$ cat src/rtl/axi_rd_serial_arbiter.sv
// ---------------------------------------------------------------------------
// axi_rd_serial_arbiter
//
// Shares one downstream AXI read channel (single ID, always zero) between
// NumReq upstream read requesters. AR requests are granted round-robin and
// forwarded combinationally. Each accepted AR pushes {requester index,
// upstream ID} into an in-order FIFO. The downstream port returns R bursts
// strictly in AR order, so the FIFO head tells us which requester owns the
// current R burst and which ID to restore.
//
// Ports:
//   clk_i, rst_i          clock, asynchronous active-high reset
//   slv_ar_valid_i/ready_o  per-requester AR handshake
//   slv_ar_addr_i/len_i/id_i  packed per-requester AR fields (requester i at
//                           [i*W +: W])
//   slv_r_valid_o/ready_i   per-requester R handshake
//   slv_r_data_o/resp_o/last_o  R payload broadcast to all requesters
//   slv_r_id_o             upstream ID restored from the FIFO head
//   mst_ar_*               downstream AR channel (ID tied to zero)
//   mst_r_*                downstream R channel
//   inflight_o             number of outstanding bursts (FIFO occupancy)
// ---------------------------------------------------------------------------
module axi_rd_serial_arbiter #(
  parameter int NumReq    = 4,
  parameter int AddrWidth = 32,
  parameter int DataWidth = 64,
  parameter int IdWidth   = 4,
  parameter int MaxTxns   = 8
) (
  input  logic                          clk_i,
  input  logic                          rst_i,
  input  logic [NumReq-1:0]             slv_ar_valid_i,
  output logic [NumReq-1:0]             slv_ar_ready_o,
  input  logic [NumReq*AddrWidth-1:0]   slv_ar_addr_i,
  input  logic [NumReq*8-1:0]           slv_ar_len_i,
  input  logic [NumReq*IdWidth-1:0]     slv_ar_id_i,
  output logic [NumReq-1:0]             slv_r_valid_o,
  input  logic [NumReq-1:0]             slv_r_ready_i,
  output logic [DataWidth-1:0]          slv_r_data_o,
  output logic [1:0]                    slv_r_resp_o,
  output logic                          slv_r_last_o,
  output logic [IdWidth-1:0]            slv_r_id_o,
  output logic                          mst_ar_valid_o,
  input  logic                          mst_ar_ready_i,
  output logic [AddrWidth-1:0]          mst_ar_addr_o,
  output logic [7:0]                    mst_ar_len_o,
  output logic [IdWidth-1:0]            mst_ar_id_o,
  input  logic                          mst_r_valid_i,
  output logic                          mst_r_ready_o,
  input  logic [DataWidth-1:0]          mst_r_data_i,
  input  logic [1:0]                    mst_r_resp_i,
  input  logic                          mst_r_last_i,
  output logic [$clog2(MaxTxns+1)-1:0]  inflight_o
);

  localparam int IdxW  = (NumReq > 1) ? $clog2(NumReq) : 1;
  localparam int PtrW  = (MaxTxns > 1) ? $clog2(MaxTxns) : 1;
  localparam int CntW  = $clog2(MaxTxns + 1);
  localparam int Depth = 1 << PtrW;

  typedef enum logic {
    Idle,
    Hold
  } state_e;

  state_e              state_q, state_d;
  logic [IdxW-1:0]     grant_q, grant_d;
  logic [IdxW-1:0]     rrPtr_q, rrPtr_d;
  logic [PtrW-1:0]     wrPtr_q, rdPtr_q;
  logic [CntW-1:0]     count_q;
  logic [IdxW-1:0]     idxMem_q [Depth];
  logic [IdWidth-1:0]  idMem_q  [Depth];

  logic                anyValid;
  logic [IdxW-1:0]     arbGrant;
  logic [IdxW-1:0]     curGrant;
  logic                arValid;
  logic                arPush;
  logic                rPop;
  logic                fifoFull;
  logic                fifoEmpty;
  logic [IdxW-1:0]     headIdx;
  logic [IdWidth-1:0]  headId;
  logic [AddrWidth-1:0] curAddr;
  logic [7:0]          curLen;
  logic [IdWidth-1:0]  curId;
  logic                rReady;
  logic                holdReqValid;

  assign fifoFull  = (count_q == CntW'(MaxTxns));
  assign fifoEmpty = (count_q == '0);
  assign headIdx   = idxMem_q[rdPtr_q];
  assign headId    = idMem_q[rdPtr_q];

  // Round-robin search: first valid requester at or after the pointer,
  // wrapping modulo NumReq.
  always_comb begin
    logic [IdxW-1:0] cand;
    anyValid = 1'b0;
    arbGrant = '0;
    cand     = '0;
    for (int k = 0; k < NumReq; k++) begin
      cand = IdxW'((int'(rrPtr_q) + k) % NumReq);
      if (!anyValid && slv_ar_valid_i[cand]) begin
        anyValid = 1'b1;
        arbGrant = cand;
      end
    end
  end

  // Once a grant is stalled by the downstream, the latched index wins over
  // any fresh arbitration so the AR payload stays stable until accepted.
  // Reset forces the AR valid low even though it is otherwise combinational.
  always_comb begin
    curGrant = (state_q == Hold) ? grant_q : arbGrant;
    arValid  = 1'b0;
    if (!rst_i) begin
      if (state_q == Hold) begin
        arValid = 1'b1;
      end else begin
        arValid = anyValid && !fifoFull;
      end
    end
    arPush = arValid && mst_ar_ready_i;
  end

  // Select the granted requester's AR fields and steer per-requester
  // handshakes for both AR and R.
  always_comb begin
    curAddr        = '0;
    curLen         = '0;
    curId          = '0;
    slv_ar_ready_o = '0;
    slv_r_valid_o  = '0;
    rReady         = 1'b0;
    holdReqValid   = 1'b0;
    for (int i = 0; i < NumReq; i++) begin
      if (curGrant == IdxW'(i)) begin
        curAddr           = slv_ar_addr_i[i*AddrWidth +: AddrWidth];
        curLen            = slv_ar_len_i[i*8 +: 8];
        curId             = slv_ar_id_i[i*IdWidth +: IdWidth];
        slv_ar_ready_o[i] = arValid && mst_ar_ready_i;
      end
      if (!fifoEmpty && (headIdx == IdxW'(i))) begin
        slv_r_valid_o[i] = mst_r_valid_i;
        rReady           = slv_r_ready_i[i];
      end
      if (grant_q == IdxW'(i)) begin
        holdReqValid = slv_ar_valid_i[i];
      end
    end
  end

  assign mst_ar_valid_o = arValid;
  assign mst_ar_addr_o  = curAddr;
  assign mst_ar_len_o   = curLen;
  assign mst_ar_id_o    = '0;

  assign mst_r_ready_o  = rReady;
  assign slv_r_data_o   = mst_r_data_i;
  assign slv_r_resp_o   = mst_r_resp_i;
  assign slv_r_last_o   = mst_r_last_i;
  assign slv_r_id_o     = headId;

  // A burst retires only on its last beat; the FIFO head then moves on to
  // the next outstanding burst.
  assign rPop       = mst_r_valid_i && rReady && mst_r_last_i;
  assign inflight_o = count_q;

  // Grant FSM next-state: Idle grants and forwards immediately, Hold keeps
  // a stalled grant until the downstream accepts it.
  always_comb begin
    state_d = state_q;
    grant_d = grant_q;
    rrPtr_d = rrPtr_q;
    case (state_q)
      Idle: begin
        if (arValid) begin
          grant_d = arbGrant;
          if (!mst_ar_ready_i) begin
            state_d = Hold;
          end
        end
      end
      Hold: begin
        if (mst_ar_ready_i) begin
          state_d = Idle;
        end
      end
      default: state_d = Idle;
    endcase
    if (arPush) begin
      rrPtr_d = (curGrant == IdxW'(NumReq - 1)) ? '0 : curGrant + IdxW'(1);
    end
  end

  // FSM, grant and round-robin pointer registers.
  always_ff @(posedge clk_i or posedge rst_i) begin
    if (rst_i) begin
      state_q <= Idle;
      grant_q <= '0;
      rrPtr_q <= '0;
    end else begin
      state_q <= state_d;
      grant_q <= grant_d;
      rrPtr_q <= rrPtr_d;
    end
  end

  // FIFO pointers and occupancy; pointers wrap at MaxTxns so non-power-of-two
  // depths work. Simultaneous push and pop leave the occupancy unchanged.
  always_ff @(posedge clk_i or posedge rst_i) begin
    if (rst_i) begin
      wrPtr_q <= '0;
      rdPtr_q <= '0;
      count_q <= '0;
    end else begin
      if (arPush) begin
        wrPtr_q <= (wrPtr_q == PtrW'(MaxTxns - 1)) ? '0 : wrPtr_q + PtrW'(1);
      end
      if (rPop) begin
        rdPtr_q <= (rdPtr_q == PtrW'(MaxTxns - 1)) ? '0 : rdPtr_q + PtrW'(1);
      end
      case ({arPush, rPop})
        2'b10:   count_q <= count_q + CntW'(1);
        2'b01:   count_q <= count_q - CntW'(1);
        default: count_q <= count_q;
      endcase
    end
  end

  // FIFO storage needs no reset; entries are only read while occupancy is
  // non-zero.
  always_ff @(posedge clk_i) begin
    if (arPush) begin
      idxMem_q[wrPtr_q] <= curGrant;
      idMem_q[wrPtr_q]  <= curId;
    end
  end

`ifndef SYNTHESIS
  // A stalled requester must keep its AR valid asserted until accepted.
  holdValidStable: assert property (@(posedge clk_i) disable iff (rst_i)
    (state_q == Hold) |-> holdReqValid);
`endif

endmodule
$ cat config.mk
export PLATFORM = sky130hd
export DESIGN_NAME = axi_rd_serial_arbiter
export DESIGN_NICKNAME = d
export VERILOG_FILES = /design/src/rtl/axi_rd_serial_arbiter.sv
export SDC_FILE = /design/constraint.sdc
export NUM_CORES = 1
export LEC_CHECK = 0
export ABC_AREA = 1
export CELL_PAD_IN_SITES_DETAIL_PLACEMENT = 1
export CELL_PAD_IN_SITES_GLOBAL_PLACEMENT = 1
export CORE_AREA = 2 2 120 209
export CTS_BUF_LIST = sky130_fd_sc_hd__clkbuf_8
export DETAILED_ROUTE_END_ITERATION = 6
export DIE_AREA = 0 0 122 211
export GPL_ROUTABILITY_DRIVEN = 1
export PLACE_DENSITY_LB_ADDON = 0.15
export SLEW_MARGIN = 10
export SYNTH_ARGS = -nofsm -noshare
export SYNTH_HDL_FRONTEND = slang
export SYNTH_SLANG_ARGS = --single-unit
$ cat constraint.sdc
create_clock -name clk_i -period 3.6 [get_ports clk_i]
set_input_delay 0.72 -clock clk_i [delete_from_list [all_inputs] [get_ports clk_i]]
set_output_delay 0.72 -clock clk_i [all_outputs]
set_load 0.1 [all_outputs]
# After elaboration in Yosys (flattened, before gate mapping)
# Memory sizes are Yosys's and may differ from the RTL's.
# Index checks and enable logic that the tools add are counted.
dict set report classes {
  n_mux 52
  reduce_logical 21
  eq_ne 11
  add_sub_neg 8
  bitwise_logic 1
  order_cmp 4
}
# cell n
set op_table {}
lappend op_table {{32-bit two-way mux} 4}
lappend op_table {{8-bit two-way mux} 4}
lappend op_table {{1-bit two-way mux} 26}
lappend op_table {{4-bit two-way mux} 4}
lappend op_table {{2-bit by 3-bit less-than comparator with 1-bit output (second input constant)} 4}
lappend op_table {{2-bit two-way mux} 6}
lappend op_table {{1-bit logical AND} 11}
lappend op_table {{2-bit == test (second input constant)} 5}
lappend op_table {{1-bit binary-select mux with 2-bit select} 4}
lappend op_table {{4-bit case mux with 2 select lines} 1}
lappend op_table {{3-bit by 1-bit adder with 3-bit output (second input constant)} 2}
lappend op_table {{2-bit by 1-bit == test with 1-bit output (second input constant)} 3}
lappend op_table {{3-bit == test (second input constant)} 2}
lappend op_table {{3-bit two-way mux} 2}
lappend op_table {{1-bit zero test} 5}
lappend op_table {{2-bit by 1-bit adder with 2-bit output (second input constant)} 2}
lappend op_table {{2-bit adder (second input constant)} 2}
lappend op_table {{4-bit by 1-bit adder with 4-bit output (second input constant)} 1}
lappend op_table {{4-bit == test (second input constant)} 1}
lappend op_table {{2-bit zero test} 2}
lappend op_table {{4-bit zero test} 1}
lappend op_table {{4-bit by 1-bit subtractor with 4-bit output (second input constant)} 1}
lappend op_table {{1-bit case mux with 2 select lines} 1}
lappend op_table {{2-bit AND reduction} 1}
lappend op_table {{other kinds (2)} 2}
dict set report word_totals {
  output_inout_bits 129
  register_bits 15
  ram_bits 48
  elab_cells 105
  input_bits 255
  mem_count 2
}
# name words word_bits rd rd_ports_with_merged_regs wr line
set mem_list {}
lappend mem_list {idMem_q 8 4 1 0 1 72} ;# logic [IdWidth-1:0] idMem_q [Depth];
lappend mem_list {idxMem_q 8 2 1 0 1 71} ;# logic [IdxW-1:0] idxMem_q [Depth];

# Depth between registers and ports, before layout
# Gate-level depths: netlist of the first run.
dict set report logic_depth {
  depth_word 18
  mapped_depth 22
  depth_no_buf 20
}

# Least setup slack after synthesis of the first run
# Ideal clock, no wire load.
dict set report synth_path {
  kind {input to output}
  startpoint {input port slv_ar_valid_i[2]}
  endpoint {output port mst_ar_addr_o[0]}
  arrival_ps 4958
  stages 14
  slack_ps -2078
  t_required_ps 2880
  path_cell_list {inv_1 > o21ai_1 > nand2_1 > nand2_1 > nor2_2 > nand3_1 > o211ai_1 > o21ai_0 > ha_1 > clkbuf_1 > nor2_1 > clkbuf_1 > a221oi_1 > o31ai_1}
}
dict set report synth_between {
  elab_chain_len 18
  word_cells_on_any_way 30
  classes_between {3 x eq/ne; 20 x mux; 7 x reduce/logical}
}
# element line
set synth_lines {}
lappend synth_lines {{from (decl)} 32} ;# input logic [NumReq-1:0] slv_ar_valid_i,
lappend synth_lines {{1-bit binary-select mux with 2-bit select} 104} ;# if (!anyValid && slv_ar_valid_i[cand]) begin
lappend synth_lines {{1-bit two-way mux (implied by the code)} 104}
lappend synth_lines {{1-bit two-way mux} 104}
lappend synth_lines {{1-bit zero test} 104}
lappend synth_lines {{1-bit logical AND} 104}
lappend synth_lines {{1-bit two-way mux} 104}
lappend synth_lines {{1-bit zero test} 104}
lappend synth_lines {{1-bit logical AND} 104}
lappend synth_lines {{1-bit two-way mux} 104}
lappend synth_lines {{1-bit zero test} 104}
lappend synth_lines {{1-bit logical AND} 104}
lappend synth_lines {{2-bit two-way mux *} 104}
lappend synth_lines {{2-bit two-way mux *} 115} ;# curGrant = (state_q == Hold) ? grant_q : arbGrant;
lappend synth_lines {{2-bit zero test} 138} ;# if (curGrant == IdxW'(i)) begin
lappend synth_lines {{32-bit two-way mux (3 in a row)} 138}
lappend synth_lines {{32-bit two-way mux *} 138}
lappend synth_lines {{to (decl)} 45} ;# output logic [AddrWidth-1:0] mst_ar_addr_o,
# Every way passes the cells marked *; elsewhere a longest branch is shown, timed or not. The select of a mux whose other input is x is not followed.

# Final worst setup path of the first run
dict set report layout_path {
  startpoint {register rrPtr_q[0]}
  endpoint {output port mst_ar_len_o[3]}
}
dict set report layout_between {
  elab_chain_len 18
  word_cells_on_any_way 33
  classes_between {3 x add/sub; 3 x eq/ne; 20 x mux; 7 x reduce/logical}
}
# element line
set layout_lines {}
lappend layout_lines {{from (decl)} 68} ;# logic [IdxW-1:0] rrPtr_q, rrPtr_d;
lappend layout_lines {{from (signal assigned)} 206} ;# rrPtr_q <= rrPtr_d;
lappend layout_lines {{branches (longest 11 deep; another with 2-bit by 1-bit adder with 2-bit output)} --}
lappend layout_lines {{2-bit two-way mux *} 104}
lappend layout_lines {{2-bit two-way mux *} 115}
lappend layout_lines {{2-bit zero test} 138}
lappend layout_lines {{8-bit two-way mux (3 in a row)} 138}
lappend layout_lines {{8-bit two-way mux *} 138}
lappend layout_lines {{to (decl)} 46} ;# output logic [7:0] mst_ar_len_o,
# Every way passes the cells marked *. The select of a mux whose other input is x is not followed.

==> impl_results.md, run 1 <==
- Worst Hold Class: flip-flop to flip-flop
- Bufs on Longest Clock Path: 2
- Reg-to-Reg Start: rrPtr_q[0]$_DFFE_PP0P_
- R2R cell count: 22
- Routed WL: 25200 µm
- Clk slew on worst S/H paths: 0.06 ns
- Status: complete, but fails checks
- Fill cells: 2645
- Pre-antenna DRT Iters: 4
- Crit path capture type: output pin
- CP max stage delay: 0.45 ns
- Crit path max-delay cell type: dfrtp_2
- Via-per-instance ratio: 4.73
- Fin. Hold Viols: 0
- Routed Antenna Nets: 0
- CTS tree: yes
- Kind of critical path: flip-flop to output pin
- # hold bufs at CTS: 0
- Top-area cell type share of the netlist area: 0.291
- Vias in the first global route: 6383
- RSZ-0062 raised after global routing: true
- R2R setup slack: 0.17 ns
- Routability Congestion: 0.801
- Synth Register Bits: 63
- Avg WL per Cell: 20.9 µm
- Tmin final: 4.02 ns
- Critical Path Start Type: flip-flop
- Final setup vio count: 42
- Violated checks: negative setup slack
- CTS sink cnt: 63
- Worst Slack Setup Final: -0.422 ns
- Peak fanout along the critical path: 12
- Crit path buf inv count: 7
- Post-synth EDFFs: 48
- Most frequent cell after synthesis: nand2_1
- CTS buffer count: 9
- Clock latency at the later pin of the worst-skew pair: 0.33 ns
- Top cells by area, synth: edfxtp_1, buf_4, nand2_1
- Largest net degree at the start of global routing: 28
- Crit Reg-Reg Endpoint: idMem_q[6][1]$_DFFE_PP_
- Critical Path Stages: 18
- Crit-path leading delay family: buffers and inverters
- Synth cell types: 36
- Final layout net count: 1158
- Worst Max-Slew Pin Slew: 0.965 ns
- Async SR Flop Fraction: 0.238
- Final Cycle Share: 1.12
- Die width: 122 µm
- Num rows: 75
- Most used cell along the critical path: buf_12
- Global-route met3 utilization: 0.0518
- Core area: 23900 µm²
- Initial Util: 0.207
- Die Y-Extent: 211 µm
- Area grow syn2layout: 109%
- HPWL Detailed: 18500 µm
- Mean Syn Cell Area: 7.75 µm²
- Met1 GRT Util: 0.169
- Fin. max-slew vios: 0
- Setup TNS: -14.64 ns
- Residual DRC: 0
- Initial antenna violation count: 1
- CP cell instances: clkbuf_16, o21ai_4, nand2_2, nand2_2, buf_6, nor2_4, nand3_2, o211ai_1, buf_4, o21ai_4, ha_2, inv_2, nor2_4, buf_12, buf_12, a221oi_2, o31ai_4, buf_12
- Most Crowded Layer GR: met2
- Leading register cell type out of synthesis: edfxtp_1
- Yosys warning total: 0
- Synth area leader: edfxtp_1
- Total number of vias: 5697
- Critical path origin: rrPtr_q[0]$_DFFE_PP0P_
- Slew margin rel.: 0.354
- Final Skew: 0.00847 ns
- Met2 usage: 0.382
- Cell area after synthesis: 4960 µm²
- GRT Overall Usage: 0.186
- Sequential fraction of the synthesis area: 0.366
- CP Data Arrival Time: 3.30 ns
- Die ar.: 25700 µm²
- Req. time, crit path: 2.88 ns
- Fmax: 0.249 GHz
- Commonest cells in the synthesized netlist: nand2_1, nor2_1, buf_4, inv_1, edfxtp_1
- # port buffers: 247
- Mapped Cells: 640
- H-tree depth: 3
- Root buffer cell: clkbuf_8
- CP Capture Point: mst_ar_len_o[3]
- Total grt overflow: 0
- Layout cells sized above 1: 0.364
- First-pass GRT wire length: 36300 µm
- MaxCap Viol Count: 0
- Top Ports: 384
- DRT iter0 DRCs: 103
area by class of cell:
type	count	area [µm²]	share of cell area
repair buffers	347	4260	0.411
multi-input cells	417	3520	0.340
flip-flops and latches	63	1820	0.176
well taps	308	385	0.0372
inverters	53	214	0.0207
clock buffers	9	124	0.0120
clock inverters	7	32.5	0.00314
diodes	1	2.50	0.000242
tightest hold or removal path, cell delays in order, from the launching register on:
cell	delay (ns)
dfrtp_1	0.35
nand2_1	0.06
nand2_1	0.06
cells by family after synthesis:
| logic type | after synthesis | share of synthesized area |
|---|---|---|
| AO/OA/AOI/OAI | 129 | 0.190 |
| XOR/XNOR | 5 | 0.0103 |
| adder cells (fa/ha/maj) | 12 | 0.0318 |
| buffers and inverters | 163 | 0.183 |
| flip-flops | 63 | 0.366 |
| other | 1 | 0.000756 |
| AND/OR/NAND/NOR | 267 | 0.218 |
sequential cells by signal (all words and copies together), names as in the netlist:
signal and flops:
grant_q 2, idMem_q 32, idxMem_q 16, inflight_o 4, rdPtr_q 3, rrPtr_q 2, state_q 1, wrPtr_q 3
how the worst min path moves through the flow:
stage                           start                     end  slack, ns  cells after the start
2_1_floorplan  grant_q[1]$_DFFE_PP0P_  grant_q[1]$_DFFE_PP0P_       0.45                      2
3_3_place_gp   grant_q[0]$_DFFE_PP0P_  grant_q[0]$_DFFE_PP0P_       0.47                      2
3_5_place_dp   grant_q[1]$_DFFE_PP0P_  grant_q[1]$_DFFE_PP0P_       0.50                      2
4_1_cts        grant_q[1]$_DFFE_PP0P_  grant_q[1]$_DFFE_PP0P_       0.51                      2
5_1_grt        grant_q[1]$_DFFE_PP0P_  grant_q[1]$_DFFE_PP0P_       0.55                      2
6_report       grant_q[1]$_DFFE_PP0P_  grant_q[1]$_DFFE_PP0P_       0.51                      2
placed cells by master, fill, tap and decap left out, types with 6 or more instances in the layout:
cell / n
buf_12: 64
clkbuf_16: 7
clkdlybuf4s50_1: 186
a221oi_2: 25
o31ai_4: 41
o21ai_0: 20
nand2_1: 105
dfrtp_1: 13
edfxtp_1: 48
buf_16: 10
nand3_1: 22
buf_4: 67
clkbuf_8: 9
nand2_2: 29
ha_1: 7
nor2_4: 7
nand4_1: 6
inv_2: 6
nor2_1: 86
a221oi_4: 17
inv_1: 46
per-layer routing:
metal | vias to the layer above | part of all wire
met5 | - | 0
met4 | 0 | 0.023
met3 | 51 | 0.066
met2 | 216 | 0.60
met1 | 2786 | 0.32
li1 | 2644 | -
through the flow:
stage	hold WS, ns	area [µm²]	cells	util	setup slack (ns)
after floorplan	0.449	5910	643	-	-0.655
after global placement	0.474	8930	1141	0.373	-0.681
after detailed placement	0.496	8930	1141	0.373	-0.761
after CTS	0.514	9770	1178	0.408	-0.404
after global routing	0.548	10400	1205	0.433	-0.605
final	0.507	10400	1205	0.433	-0.422
timing repair:
item	CTS	global route
pin swaps	19	31
cloned	10	8
setup buffers	11	20
hold endpoints to repair	0	0
endpoints found under the setup margin	44	52
gates resized for setup	66	62
Power of run 1 is left out: the tool's default activity adds up to more than one toggle a clock period on the data nets, which glitch-free logic cannot reach.
==> inputs of run 2 (changes only) <==
CORE_AREA = 2 2 149 151   (was 2 2 120 209)
DIE_AREA = 0 0 151 153   (was 0 0 122 211)
clock period = 5.15 ns   (was 3.6 ns; I/O delays follow)
==> impl_results.md, run 2 (synthesis results as in run 1) <==
- Status: finished, final reports clean
- Critical path origin: slv_ar_valid_i[2]
- Num rows: 54 (-28%)
- Die width: 151 µm (+24%)
- Layout cells sized above 1: 0.211 (-0.153)
- CP Data Arrival Time: 3.98 ns (+0.68 ns)
- R2R setup slack: 1.18 ns (+1.01 ns)
- Initial antenna violation count: 0 (-1)
- Final layout net count: 1078 (-6.9%)
- Worst Slack Setup Final: 0.143 ns (+0.565 ns)
- Tmin final: 5.01 ns
- Final Cycle Share: 0.972
- Fin. max-slew vios: 0 (unchanged)
- CTS sink cnt: 63 (unchanged)
- Commonest cells after routing, fill and taps aside: clkdlybuf4s50_1, nand2_1, nor2_1
- Worst slack at placement: 0.0240 ns (+0.785 ns)
- Clk slew on worst S/H paths: 0.07 ns (about the same)
- Total grt overflow: 0 (unchanged)
- H-tree depth: 3 (unchanged)
- Worst Hold Class: flip-flop to flip-flop
- First-pass GRT wire length: 33400 µm (-7.9%)
- Setup TNS: 0 ns (+14.64 ns)
- Req. time, crit path: 4.12 ns (+1.24 ns)
- Worst Max-Slew Pin Slew: 1.02 ns (+0.0502 ns)
- Routability Congestion: 0.855 (+6.7%)
- Kind of critical path: input pin to output pin
- Routed WL: 22700 µm (-9.8%)
- Commonest non-fill, non-tap cell in the layout: clkdlybuf4s50_1
- Avg WL per Cell: 20.7 µm (-0.80%)
- Reg-to-Reg Start: rdPtr_q[0]$_DFFE_PP0P_
- CP cell instances: clkdlybuf4s50_1, inv_1, o21ai_2, nand2_1, nand2_2, nor2_1, nor2_1, nand2_1, nand3_1, nand2_2, inv_1, ha_1, inv_1, nor2_4, buf_12, a221oi_1, o31ai_2, clkbuf_16
- Top Ports: 384 (unchanged)
- # port buffers: 247 (unchanged)
- HPWL Detailed: 17700 µm (-4.3%)
- Largest net degree at the start of global routing: 46 (+64%)
- Die ar.: 23100 µm² (-10%)
- Root buffer cell: clkbuf_8
- Vias in the first global route: 5680 (-11%)
- Top reg by flops: idMem_q
- Routed Antenna Nets: 0 (unchanged)
- Total number of vias: 5275 (-7.4%)
- Crit path capture type: output pin
- Final setup vio count: 0 (-100%)
- Pre-antenna DRT Iters: 4 (unchanged)
- R2R cell count: 19 (-14%)
- Core area: 21500 µm² (-10%)
- Final Skew: 0.00849 ns (+0.0000238 ns)
- Area grow syn2layout: 74.0%
- Fmax: 0.200 GHz
- MaxCap Viol Count: 0 (unchanged)
- DRT iter0 DRCs: 191 (+85%)
- Crit path max-delay cell type: clkdlybuf4s50_1
- Crit-path leading delay family: buffers and inverters
- Die Y-Extent: 153 µm (-27%)
- Via-per-instance ratio: 4.81 (+1.8%)
- Crit Reg-Reg Endpoint: inflight_o[3]$_DFFE_PP0P_
- CTS tree: yes
- CTS buffer count: 9 (unchanged)
- Critical Path Start Type: input pin
- CP Capture Point: mst_ar_len_o[0]
- Fin. Hold Viols: 0 (unchanged)
- Bufs on Longest Clock Path: 2 (unchanged)
- GRT Overall Usage: 0.188 (+0.00230)
- CP max stage delay: 0.48 ns (+0.03 ns)
- Antenna diodes: 0 (-1)
- # hold bufs at CTS: 0 (unchanged)
- Critical Path Stages: 18 (unchanged)
- Crit path buf inv count: 6 (-1)
- Largest register FFs: 32 (unchanged)
- Clock latency at the later pin of the worst-skew pair: 0.34 ns (about the same)
- Peak fanout along the critical path: 11 (-1)
- Slew margin rel.: 0.323 (-0.0315)
- Fill cells: 2447 (-7.5%)
- RSZ-0062 raised after global routing: true
- Residual DRC: 0 (unchanged)
- Final Util: 0.402 (-0.0312)
- Initial Util: 0.231 (+0.0236)
- Most used cell along the critical path: inv_1
## run 2: per-layer routing
| layer | share of wire | vias to the layer above | wire, µm | global-route usage |
|---|---|---|---|---|
| met5 | 0 | - | 0 | 0 |
| met2 | 0.49 | 244 | 11200 | 0.312 |
| li1 | - | 2481 | - | - |
| met1 | 0.41 | 2536 | 9280 | 0.241 |
| met4 | 0.0087 | 0 | 198 | 0.0334 |
| met3 | 0.089 | 14 | 2020 | 0.0630 |
## run 2: cell type report
cell class	count	area, µm²	share of cell area
multi-input cells	417	2940	0.340
clock buffers	9	124	0.0143
flip-flops and latches	63	1820	0.210
well taps	280	350	0.0406
clock inverters	7	48.8	0.00565
repair buffers	267	3160	0.366
inverters	53	199	0.0230
## run 2: stage by stage
| step | cell area, µm² | hold WS, ns | instances |
|---|---|---|---|
| detailed placement | 8230 | 0.484 | 1076 |
| CTS | 8400 | 0.503 | 1092 |
| global placement | 8230 | 0.469 | 1076 |
| global route | 8630 | 0.554 | 1096 |
| finish | 8630 | 0.492 | 1096 |
| floorplan | 5480 | 0.449 | 643 |
## run 2: what timing repair did
| action | 4_1_cts | 5_1_grt |
|---|---|---|
| hold endpoints to repair | 0 | 0 |
| endpoints found under the setup margin | 0 | 41 |
| buffers inserted | 0 | 2 |
| gates resized for setup | 0 | 32 |
## run 2: worst register-to-register path: stages (launching register included)
cell and delay (ns):
dfrtp_1 1.01, inv_2 0.43, nand2_1 0.15, nand3_1 0.09, nand3_1 0.13, nand2_1 0.14, nor2_1 0.16, inv_1 0.09
nand3_1 0.18, nand3_1 0.18, inv_1 0.10, ha_1 0.19, ha_1 0.28, nand2_1 0.09, nor2_1 0.04, a211oi_1 0.25
nor2_1 0.07, nor2_1 0.09, nand2_1 0.07, xor2_1 0.14
## run 2: worst min-delay path by stage
stage,cells past startpoint,start,endpoint,slack (ns)
global placement,2,grant_q[0]$_DFFE_PP0P_,grant_q[0]$_DFFE_PP0P_,0.47
detailed placement,2,grant_q[1]$_DFFE_PP0P_,grant_q[1]$_DFFE_PP0P_,0.48
finish,2,grant_q[1]$_DFFE_PP0P_,grant_q[1]$_DFFE_PP0P_,0.49
global route,2,grant_q[0]$_DFFE_PP0P_,grant_q[0]$_DFFE_PP0P_,0.55
CTS,2,grant_q[1]$_DFFE_PP0P_,grant_q[1]$_DFFE_PP0P_,0.50
floorplan,2,grant_q[1]$_DFFE_PP0P_,grant_q[1]$_DFFE_PP0P_,0.45
Power of run 2 is left out for the same reason.
